===== config.mk =====
export PLATFORM = sky130hd
export DESIGN_NAME = ublaze_heartbeat
export DESIGN_NICKNAME = d
export VERILOG_FILES = /design/src/rtl/ublaze_heartbeat.sv
export SDC_FILE = /design/constraint.sdc
export NUM_CORES = 1
export LEC_CHECK = 0
export ABC_AREA = 1
export CORE_UTILIZATION = 50
export DETAILED_ROUTE_END_ITERATION = 12
export PLACE_DENSITY = 0.72
export SYNTH_ARGS = -nofsm -noshare
export SYNTH_HDL_FRONTEND = slang
export SYNTH_SLANG_ARGS = --single-unit

===== constraint.sdc =====
create_clock -name sys_clk_i -period 3.1 [get_ports sys_clk_i]
set_clock_uncertainty 0.1 [all_clocks]
set_input_delay 0.62 -clock sys_clk_i [delete_from_list [all_inputs] [get_ports sys_clk_i]]
set_output_delay 0.62 -clock sys_clk_i [all_outputs]
set_load 0.005 [all_outputs]

===== src/rtl/ublaze_heartbeat.sv =====
// Heartbeat/trigger pulse generator for an external watchdog.
// Emits a pulse of eff_width cycles every eff_period cycles. Optionally, a pulse
// is only emitted when software kicked during the previous period. Pulses and
// skipped periods are counted in saturating counters.
module ublaze_heartbeat #(
  parameter logic [31:0] DEF_PERIOD = 32'd500000000,
  parameter logic [15:0] DEF_WIDTH  = 16'd4
) (
  input  logic        sys_clk_i,
  input  logic        reset_n,
  input  logic        enable,
  input  logic        UsrClear,
  input  logic        gate_by_kick,
  input  logic        sw_kick,
  input  logic [31:0] period,
  input  logic [15:0] pulse_width,
  output logic        EXT_TRIG_B,
  output logic [31:0] trig_cnt,
  output logic [31:0] miss_cnt,
  output logic        busy
);

  localparam int unsigned CNT_W = 32;
  localparam int unsigned WID_W = 16;

  typedef enum logic [1:0] {
    IDLE = 2'd0,
    HIGH = 2'd1,
    LOW  = 2'd2
  } state_e;

  state_e             state_q, state_d;
  logic               arm_q, arm_d;
  logic [CNT_W-1:0]   cnt_q, cnt_d;
  logic [CNT_W-1:0]   eff_period_q, eff_period_d;
  logic [WID_W-1:0]   eff_width_q, eff_width_d;
  logic [CNT_W-1:0]   trig_cnt_q, trig_cnt_d;
  logic [CNT_W-1:0]   miss_cnt_q, miss_cnt_d;
  logic               kick_q, kick_d;
  logic               trig_q, trig_d;
  logic               busy_q, busy_d;

  logic               running_c;
  logic               boundary_c;
  logic               fire_c;
  logic               width_done_c;
  logic [WID_W-1:0]   new_width_c;
  logic [CNT_W-1:0]   min_period_c;
  logic [CNT_W-1:0]   new_period_c;

  // Boundary detection: one edge after enable is seen in IDLE, or when the period expires
  always_comb begin
    running_c    = (state_q != IDLE);
    boundary_c   = enable && (running_c ? (cnt_q >= eff_period_q) : arm_q);
    fire_c       = !gate_by_kick || kick_q;
    width_done_c = (cnt_q >= CNT_W'(eff_width_q));
    new_width_c  = (pulse_width == '0) ? WID_W'(1) : pulse_width;
    min_period_c = CNT_W'(new_width_c) + CNT_W'(2);
    new_period_c = (period < min_period_c) ? min_period_c : period;
  end

  // FSM state register
  always_ff @(posedge sys_clk_i or negedge reset_n) begin
    if (!reset_n) begin
      state_q <= IDLE;
    end else begin
      state_q <= state_d;
    end
  end

  // FSM next state: disable wins, then boundary, then end of high time
  always_comb begin
    state_d = state_q;
    unique case (state_q)
      IDLE: begin
        if (boundary_c) state_d = fire_c ? HIGH : LOW;
      end
      HIGH: begin
        if (!enable)           state_d = IDLE;
        else if (boundary_c)   state_d = fire_c ? HIGH : LOW;
        else if (width_done_c) state_d = LOW;
      end
      LOW: begin
        if (!enable)         state_d = IDLE;
        else if (boundary_c) state_d = fire_c ? HIGH : LOW;
      end
      default: state_d = IDLE;
    endcase
  end

  // FSM outputs, decoded from the next state so they register alongside it
  always_comb begin
    trig_d = (state_d == HIGH);
    busy_d = (state_d != IDLE);
  end

  // Datapath next state: period counter, latched timing, kick flag, event counters
  always_comb begin
    arm_d        = (state_q == IDLE) && enable;
    cnt_d        = cnt_q;
    eff_period_d = eff_period_q;
    eff_width_d  = eff_width_q;
    kick_d       = kick_q;
    trig_cnt_d   = trig_cnt_q;
    miss_cnt_d   = miss_cnt_q;

    if (boundary_c) begin
      cnt_d        = CNT_W'(1);
      eff_period_d = new_period_c;
      eff_width_d  = new_width_c;
    end else if (running_c && enable) begin
      cnt_d = cnt_q + CNT_W'(1);
    end

    // A kick in the boundary cycle counts toward the following period
    if (UsrClear)        kick_d = 1'b0;
    else if (sw_kick)    kick_d = 1'b1;
    else if (boundary_c) kick_d = 1'b0;

    if (UsrClear) begin
      trig_cnt_d = '0;
      miss_cnt_d = '0;
    end else if (boundary_c) begin
      if (fire_c) begin
        if (trig_cnt_q != '1) trig_cnt_d = trig_cnt_q + CNT_W'(1);
      end else begin
        if (miss_cnt_q != '1) miss_cnt_d = miss_cnt_q + CNT_W'(1);
      end
    end
  end

  // Datapath and output registers
  always_ff @(posedge sys_clk_i or negedge reset_n) begin
    if (!reset_n) begin
      arm_q        <= 1'b0;
      cnt_q        <= '0;
      eff_period_q <= DEF_PERIOD;
      eff_width_q  <= DEF_WIDTH;
      kick_q       <= 1'b0;
      trig_cnt_q   <= '0;
      miss_cnt_q   <= '0;
      trig_q       <= 1'b0;
      busy_q       <= 1'b0;
    end else begin
      arm_q        <= arm_d;
      cnt_q        <= cnt_d;
      eff_period_q <= eff_period_d;
      eff_width_q  <= eff_width_d;
      kick_q       <= kick_d;
      trig_cnt_q   <= trig_cnt_d;
      miss_cnt_q   <= miss_cnt_d;
      trig_q       <= trig_d;
      busy_q       <= busy_d;
    end
  end

  assign EXT_TRIG_B = trig_q;
  assign busy       = busy_q;
  assign trig_cnt   = trig_cnt_q;
  assign miss_cnt   = miss_cnt_q;

endmodule


==> results of run 1 <==
## cells by family after synthesis
kind of cell / after synthesis / share of synthesized area, %
AOI/OAI and AO/OA: 171 / 8.76
xor gates and xnor gates: 78 / 6.62
adders and majority gates: 68 / 8.24
buffers and inverters: 218 / 8.11
DFF: 150 / 36.5
and+or+nand+nor: 710 / 31.7
## final timing paths
kind | cells past startpoint | slack, ns | endpoint | from
setup / recovery | 19 | 0.04 | eff_period_q[7] | pulse_width[2]
hold / removal | 1 | 0.13 | eff_period_q[9] | reset_n
setup reg to reg | 14 | 0.21 | miss_cnt[6] | eff_period_q[13]
hold reg to reg | 2 | 0.37 | eff_period_q[14] | eff_period_q[14]
max in group asynchronous | 2 | 2.05 | trig_cnt[30] | reset_n
min in group sys_clk_i | 2 | 0.37 | eff_period_q[14] | eff_period_q[14]
## routing by layer
| metal | up-vias | routed length [um] |
|---|---|---|
| li1 | 4871 | - |
| met5 | - | 0 |
| met2 | 203 | 13700 |
| met1 | 4563 | 12500 |
| met3 | 45 | 1190 |
| met4 | 0 | 665 |
## cell type report
type / instances / area, um^2 / area share (%)
inverter: 181 / 679 / 5.08
multi-input combinational: 1029 / 6060 / 45.3
tap: 270 / 338 / 2.53
timing repair buffer: 192 / 1870 / 14.0
sequential: 150 / 3770 / 28.2
clock inverter: 8 / 169 / 1.26
clock buffer: 24 / 482 / 3.60
## where the power goes
| part | switching [mW] | internal (mW) |
|---|---|---|
| combinational | 1.25 | 0.811 |
| sequential | 0.285 | 2.44 |
| clock | 0.826 | 1.49 |
| total | 2.36 | 4.74 |
## state kept, by name, summed over array words and instances, names as in the netlist
signal / count
EXT_TRIG_B: 1
arm_q: 1
busy: 1
cnt_q: 32
eff_period_q: 32
eff_width_q: 16
kick_q: 1
miss_cnt: 32
state_q: 2
trig_cnt: 32
## per-stage QoR
| step | worst slack (ns) | util (%) | cell area (um^2) | hold slack [ns] | total power, mW |
|---|---|---|---|---|---|
| floorplan | -0.119 | - | 10400 | 0.224 | 3.99 |
| global placement | -0.711 | 60.4 | 12200 | 0.362 | 4.61 |
| detailed placement | -0.839 | 60.4 | 12200 | 0.359 | 4.71 |
| CTS | 0.00770 | 64.2 | 13000 | 0.154 | 7.06 |
| global route | -0.101 | 66.1 | 13400 | 0.193 | 7.58 |
| finish | 0.0436 | 66.1 | 13400 | 0.132 | 7.10 |
## timing repair
action / 4_1_cts / 5_1_grt
pin swaps: 17 / 48
buffers inserted: 10 / 7
cloned: 1 / 3
resized for setup: 19 / 69
setup endpoints to repair: 17 / 97
## cell usage in the layout (no fill, tap or decap), drive strengths merged
cell | Yosys | routed
nand2 | 366 | 368
xor2 | 46 | 46
clkinv | 0 | 3
or2 | 55 | 55
o221a | 1 | 1
nor3 | 67 | 67
a21o | 1 | 1
nand4 | 23 | 23
xnor2 | 32 | 32
dfrtp | 136 | 136
a21oi | 40 | 40
nor4 | 25 | 25
nand3b | 1 | 1
buf | 15 | 75
bufinv | 0 | 5
dfstp | 14 | 14
a31oi | 2 | 2
nor2 | 106 | 106
clkbuf | 22 | 27
dlymetal6s2s | 0 | 2
dlygate4sd2 | 0 | 1
o21ai | 114 | 114
clkdlybuf4s50 | 0 | 111
o31ai | 4 | 4
ha | 68 | 68
nor3b | 4 | 4
a211oi | 6 | 6
a221oi | 1 | 1
nand3 | 63 | 63
o21a | 2 | 2
inv | 181 | 181
==> flow_summary_export.csv, run 1 <==
group,metric,value,unit
worst_setup_path,crit_path_end_kind,"flip-flop",
yosys,yosysMostFrequentCell,"nand2_1",
clock_tree,clkSinkCount,150,
cells_and_area,drive_above_1_share,17.2,%
min_path,hold_class,"in2async",
grt,grt.busiest_layer,"met2",
sta,rsz0062_at_grt,"yes",
grt,antenna_found_initial,0,
drt,drtIter0Drc,459,
sta,slew_headroom,50.6,%
worst_setup_path,arrival,3.32,ns
clock_tree,h-tree-depth,4,
floorplanning,dieArea,21200,um^2
grt,gr-usage-met1,33.6,%
grt,gr-total-overflow,0,
place,dp.cells,1801,
drt,drc,0,
drt,firstDrtPassIters,6,
grt,grt_usage,26.5,%
floorplanning,die_w,146,um
cells_and_area,insertedDiodeCount,0,
worst_setup_path,path_common_cell,"nand4_1",
worst_setup_path,critical_path.top_delay_family,"simple AND/OR/NAND/NOR gates",
yosys,synth_area_leader_cell,"dfrtp_1",
sta,tightest_slew,0.741,ns
clock_tree,hold_buffers,0,
floorplanning,fp.dieH,146,um
place,gp_congestion,0.909,
yosys,synth-main-ff-cell,"dfrtp_1",
sta,finalMaxSlewViolations,0,
yosys,async_reset_ff_share,100,%
sta,fmax,327,MHz
yosys,syn_avg_cell_area,7.40,um^2
worst_setup_path,critPathMaxStageDelay,0.35,ns
yosys,syn_nets,1517,
grt,grtUsageMet3,4.58,%
yosys,synth_common_cells,"355 x nand2_1, 172 x inv_1, 136 x dfrtp_1",
cells_and_area,fill_cells,1712,
sta,setup_viol,0,
power_and_ir_drop,leakage,5.72,nW
sta,finalCritPeriodShare,98.6,%
clock_tree,cts_buffers,17,
grt,grt_first_pass_wirelength,45.5,mm
drt,wl_per_cell,15.1,um
floorplanning,rows,52,
outcome,outcome,"finished, final reports clean",
yosys,synth.ff_latch_count,150,
grt,gr-usage-met2,45.3,%
cells_and_area,final_nets,1693,
floorplanning,start_util,51.0,%
clock_tree,clk_pin_slew,0.06,ns
worst_setup_path,crit_fanout,8,
drt,vias,9682,
place,dp_hpwl,19.9,mm
floorplanning,core,20200,um^2
place,portBuffers,119,
power_and_ir_drop,max-vdd-ir-drop,0.000414,V
yosys,synth_area_leaders,"dfrtp_1 33%, nand2_1 13%, ha_1 8.2%",
sta,hold_viol_final,0,
drt,post_drt_via_cell_ratio,5.22,
worst_setup_path,criticalPathCategory,"in2reg",
grt,grt_max_degree,77,
cells_and_area,stdcell_count,1854,
floorplanning,io_pins,120,
clock_tree,clk_latency,0.44,ns
sta,fin_tns_setup,0,ns
worst_setup_path,cp-start-kind,"input pin",
clock_tree,cts.path.max_buffers,2,
worst_setup_path,cp_num_buf_inv,2,
worst_setup_path,required,3.36,ns
drt,detail-route-antenna-nets,0,
sta,period_needed,3.06,ns
yosys,ys_types,39,
power_and_ir_drop,p_per_area,531,nW/um^2
yosys,syn-cell-area,10300,um^2
worst_setup_path,path_cells,"buf_8 -> ha_4 -> nand3_4 -> nand3b_1 -> nor2_2 -> nand4_1 -> nor2_2 -> nand4_1 -> xor2_1 -> ha_1 -> nand4_1 -> nor3_2 -> nand2_1 -> nand2_4 -> nand2_8 -> clkbuf_16 -> nand3_2 -> nand3_2 -> nand2_1",
clock_tree,cts_root_buf,"clkbuf_16",
yosys,yosysWarnings,0,
yosys,yosysTopAreaCellShare,33.0,%
yosys,synth_edf_count,0,
drt,wl,28.0,mm
clock_tree,cts_tree,"yes",
yosys,syn_inst,1395,
job,cap_violations,0,
cells_and_area,area_growth,29.5,%
grt,grt_pass1_vias,9516,
yosys,seq_area_frac_synth,36.5,%
worst_setup_path,slowest_stage,"ha_1",
Power figures use the tool's default switching activity.
==> inputs of run 2 (changes only) <==
--- a/constraint.sdc
+++ b/constraint.sdc
@@ -4,2 +4,2 @@
 set_output_delay 0.62 -clock sys_clk_i [all_outputs]
-set_load 0.005 [all_outputs]
+set_load 0.02 [all_outputs]
==> results of run 2 <==
Same layout as run 1 (identical final DEF). Status: finished, final reports clean.
Among the figures that moved: total power 7.10 mW -> 7.13 mW
==> variant 1, RTL diff (settings of run 2) <==
Add an input register stage for `period`, with the module's reset; this delays it by one clock. The other inputs are not delayed to match. Comments in the files are not updated.
--- a/src/rtl/ublaze_heartbeat.sv
+++ b/src/rtl/ublaze_heartbeat.sv
@@ -29,6 +29,16 @@
     LOW  = 2'd2
   } state_e;
 
+  logic [31:0] period_q;
+
+  always_ff @(posedge sys_clk_i or negedge reset_n) begin
+    if (!reset_n) begin
+      period_q <= '0;
+    end else begin
+      period_q <= period;
+    end
+  end
+
   state_e             state_q, state_d;
   logic               arm_q, arm_d;
   logic [CNT_W-1:0]   cnt_q, cnt_d;
@@ -56,7 +66,7 @@
     width_done_c = (cnt_q >= CNT_W'(eff_width_q));
     new_width_c  = (pulse_width == '0) ? WID_W'(1) : pulse_width;
     min_period_c = CNT_W'(new_width_c) + CNT_W'(2);
-    new_period_c = (period < min_period_c) ? min_period_c : period;
+    new_period_c = (period_q < min_period_c) ? min_period_c : period_q;
   end
 
   // FSM state register
Formal check against the unedited RTL: not equivalent (a bounded check fails within 10 cycles, from zero or initial values and one cycle with reset_n low).
==> variant 1 against run 2 <==
Sequential cell count is 32 higher; global-route usage decreased by 0.98 points; cell area is 2.7% higher; sequential power increased by 16%; wire length is 1.5% lower; combinational power down 5%; power up 5.2%; setup slack better by 110 ps; synthesized area up 7.5%; non-clock buffer count fell by 12; via count fell by 1.6%; critical path type unchanged; critical endpoint is now eff_period_q[2]; largest cell class unchanged; highest routed layer unchanged.
==> variant 1: results <==
metrics = {
    "setup_path": {
        "cp.arrival_ps": 3210,
        "r2r_cells": 13,
        "cpPeakStageDelay_ps": 480,
        "r2r_start": "eff_period_q[27]",
        "reg2reg_to": "trig_cnt[9]",
        "cpMaxStageDelayCell": "clkdlybuf4s50_1",
        "ff2ff_setup_slack_ps": 320,
        "worst-path-max-fanout": 8,
    },
    "global_route": {
        "grt_max_degree": 79,
        "grt_pass1_vias": 9102,
        "groute.usage.overall": 0.255,
        "grt_pass1_wl_mm": 45.3,
    },
    "finish": {
        "drive_gt1_frac": 0.145,
        "fillers": 1932,
        "final_cells": 1848,
        "nets": 1677,
    },
    "placed_design": {
        "dpl.hpwl_mm": 20.4,
        "placement.cell_area_sq_mm": 0.0129,
        "routabilityCongestion": 0.879,
        "portBuffers": 119,
    },
    "hold_path": {
        "hold_path.class": "in -> async",
    },
    "yosys": {
        "ys_types": 44,
        "synth-async-reset-ratio": 1.00,
        "yosysSeqAreaShare": 0.412,
        "synth_fp_nets": 1515,
        "synth_commonest_cells": "nand2_1, dfrtp_1, inv_1, nor2_1, ha_1",
        "synth_cells": 1393,
        "synthTopCellsByArea": "dfrtp_1, nand2_1, ha_1",
    },
    "pwr": {
        "leakage_nw": 6.01,
        "ir_drop_uv": 324,
        "p_int_mw": 5.02,
    },
    "clock_network": {
        "ctsHoldBuffers": 0,
        "path_clk_slew_ps": 70,
    },
    "detailed_routing": {
        "first_iter_violations": 479,
        "firstDrtPassIters": 5,
        "routed_via_density": 5.16,
        "drt_wl_total_mm": 27.6,
    },
    "status": {
        "outcome": "completed",
    },
}
-- variant 1: timing repair --
item                       4_1_cts  5_1_grt
setup endpoints to repair       17       17
resized for setup               14       13
pin swaps                       18       14
setup buffers                    5        1
gates cloned                     1        0
-- variant 1: power groups by stage --
| stage | Sequential (mW) | Combinational (mW) | Clock, mW |
|---|---|---|---|
| after floorplan | 3.13 | 1.33 | 0 |
| after global placement | 3.19 | 1.87 | 0 |
| after detailed placement | 3.19 | 1.96 | 0 |
| after CTS | 3.16 | 1.99 | 2.41 |
| after global routing | 3.21 | 2.30 | 2.51 |
| final | 3.15 | 1.98 | 2.37 |
-- variant 1: cells by family (layout without fill, tap and decap cells) --
group                      after synthesis  in the layout  share of synthesized area
AOI/OAI and AO/OA                      171            171                     0.0806
DFF                                    182            182                      0.412
adders and majority gates               68             68                     0.0767
buffers and inverters                  209            383                     0.0766
and+or+nand+nor                        680            681                      0.289
xor gates and xnor gates                83             83                     0.0655
-- variant 1: per-layer routing --
| metal | vias up | wire, um | track usage |
|---|---|---|---|
| met2 | 209 | 13100 | 0.427 |
| met3 | 21 | 1310 | 0.0449 |
| met1 | 4473 | 12900 | 0.348 |
| li1 | 4828 | - | - |
| met4 | 0 | 259 | 0.0475 |
| met5 | - | 0 | 0 |
-- variant 1: worst max-delay path, delay by kind of cell --
kind,cells,cell delay (ps)
xor+xnor,1,180
compound gates,1,280
fa+ha+maj,1,330
simple gates,10,1060
buf+inv,3,730
-- variant 1: stage by stage --
stage	hold slack (ps)	worst slack (ps)
after global routing	121	-18.2
after CTS	126	18.8
after global placement	362	-702
after floorplan	224	-119
after detailed placement	366	-734
final	72.2	155
-- variant 1: worst max path at each step --
| stage | to | start |
|---|---|---|
| 6_report | eff_period_q[2] | pulse_width[7] |
| 4_1_cts | eff_period_q[2] | pulse_width[2] |
| 3_3_place_gp | eff_period_q[1] | pulse_width[1] |
| 3_5_place_dp | eff_period_q[7] | pulse_width[1] |
| 2_1_floorplan | eff_period_q[7] | pulse_width[1] |
| 5_1_grt | eff_period_q[16] | pulse_width[7] |
-- variant 1: layout make-up --
| cell class | instances | area (sq um) | area share |
|---|---|---|---|
| Inverter | 171 | 642 | 0.0468 |
| Clock inverter | 13 | 194 | 0.0141 |
| Clock buffer | 19 | 443 | 0.0323 |
| Tap cell | 280 | 350 | 0.0255 |
| Multi-Input combinational cell | 1003 | 5790 | 0.422 |
| Timing Repair Buffer | 180 | 1740 | 0.126 |
| Sequential cell | 182 | 4570 | 0.333 |
==> variant 2, RTL diff (settings of run 2) <==
Without the edit above. `DEF_PERIOD`: 32'd500000000 -> 32'd375000000.
--- a/src/rtl/ublaze_heartbeat.sv
+++ b/src/rtl/ublaze_heartbeat.sv
@@ -3,7 +3,7 @@
 // is only emitted when software kicked during the previous period. Pulses and
 // skipped periods are counted in saturating counters.
 module ublaze_heartbeat #(
-  parameter logic [31:0] DEF_PERIOD = 32'd500000000,
+  parameter logic [31:0] DEF_PERIOD = 32'd375000000,
   parameter logic [15:0] DEF_WIDTH  = 16'd4
 ) (
   input  logic        sys_clk_i,
Check against the original RTL: no difference found for any inputs over 4 cycles, from zero or initial values and one cycle with reset_n low; that may be too few to reach the edited logic, so the function may still have changed.
==> variant 2 against run 2 <==
Wire length shrank 2.1%; cell area shrank 1.7%; synthesized area is essentially flat; worst hold slack lost 34 ps; sequential cell count is the same; non-clock buffer count shrank 11; setup slack gained 60 ps; count of clock-buffer cells in the layout shrank 6; power shrank 2.7%.
==> variant 2: results <==
metrics = {
    "status": {
        "outcome": "completed",
    },
    "yosys": {
        "yosysSeqAreaShare": 0.365,
        "synth_area_per_cell_sq_um": 7.40,
        "synth-compound-area-share": 0.0876,
        "ys_types": 39,
        "synthAdderAreaFrac": 0.0824,
        "synthXorXnorAreaFrac": 0.0662,
        "synth_commonest_cells": "nand2_1, inv_1, dfrtp_1, o21ai_0, nor2_1",
        "synthTopCellsByArea": "dfrtp_1, nand2_1, ha_1",
    },
    "setup_path": {
        "cp.arrival_ps": 3210,
        "cpPeakStageDelay_ps": 500,
        "r2r_start": "eff_period_q[7]",
        "endpoint": "eff_period_q[16]",
        "reg2reg_to": "busy",
        "cpMaxStageDelayCell": "clkdlybuf4s50_1",
        "ff2ff_setup_slack_ps": 210,
        "r2r_cells": 15,
        "startpoint": "pulse_width[7]",
    },
    "clock_network": {
        "ctsResizeCount": 28,
        "postCtsSetupBuffers": 5,
        "path_clk_slew_ps": 70,
    },
    "placed_design": {
        "dpl.hpwl_mm": 19.8,
        "placement.cell_area_sq_mm": 0.0122,
        "routabilityCongestion": 0.905,
        "place_inst": 1798,
    },
    "global_route": {
        "antenna_found_initial": 1,
        "grt_pass1_wl_mm": 44.9,
        "groute.usage.overall": 0.261,
        "grt_pass1_vias": 9368,
        "grt_max_degree": 74,
    },
    "detailed_routing": {
        "first_iter_violations": 495,
        "drt_wl_total_mm": 27.4,
        "routed_via_density": 5.23,
        "vias": 9647,
        "firstDrtPassIters": 5,
    },
    "pwr": {
        "switchingPower_mw": 2.41,
        "pg_seq_mw": 2.71,
        "leakage_nw": 5.63,
        "pg_clk_mw": 2.18,
        "ir_drop_uv": 496,
    },
    "finish": {
        "drive_gt1_frac": 0.155,
        "nets": 1683,
    },
    "timing": {
        "slew_headroom": 0.530,
    },
}
-- variant 2: cell types whose count changed in the layout (fill, tap and decap cells not counted), moves of 7 or more --
cell     before  now
buf_4        62   52
nand2_1     344  351
nand2_2      16    9
nand3_1      35   49
nand3_2      25   13
-- variant 2: critical path, delay by kind of cell --
family	cells	cell delay [ps]
AOI/OAI and AO/OA	2	430
and+or+nand+nor	12	1300
adders and majority gates	1	280
buffers and inverters	2	580
-- variant 2: stage by stage --
stage / utilization / worst slack [ps] / hold WS [ps] / TNS, ps
after floorplan: - / -118 / 224 / -1130
after global placement: 0.603 / -743 / 359 / -12330
after detailed placement: 0.603 / -818 / 366 / -13550
after CTS: 0.640 / 2.50 / 138 / 0
after global routing: 0.650 / -38.9 / 153 / -166
final: 0.650 / 104 / 98.1 / 0
-- variant 2: cell type report --
| type | instances | area (sq um) |
|---|---|---|
| multi-input combinational | 1030 | 5960 |
| tap | 270 | 338 |
| sequential | 150 | 3770 |
| fill | 1791 | 7090 |
| clock inverter | 14 | 176 |
| inverter | 181 | 679 |
| timing repair buffer | 181 | 1790 |
| clock buffer | 18 | 439 |
-- variant 2: how the worst min path moves through the flow --
stage / endpoint / slack [ps] / cells past startpoint
2_1_floorplan: EXT_TRIG_B / 220 / 0
3_5_place_dp: eff_period_q[6] / 370 / 2
4_1_cts: eff_period_q[1] / 140 / 1
3_3_place_gp: eff_period_q[9] / 360 / 2
6_report: eff_period_q[3] / 100 / 1
5_1_grt: eff_width_q[3] / 150 / 1
-- variant 2: routing by layer --
layer | up-vias | track usage | wire, um
li1 | 4849 | - | -
met4 | 2 | 0.0847 | 601
met2 | 234 | 0.455 | 13600
met5 | - | 0 | 13
met1 | 4520 | 0.325 | 12000
met3 | 42 | 0.0511 | 1240
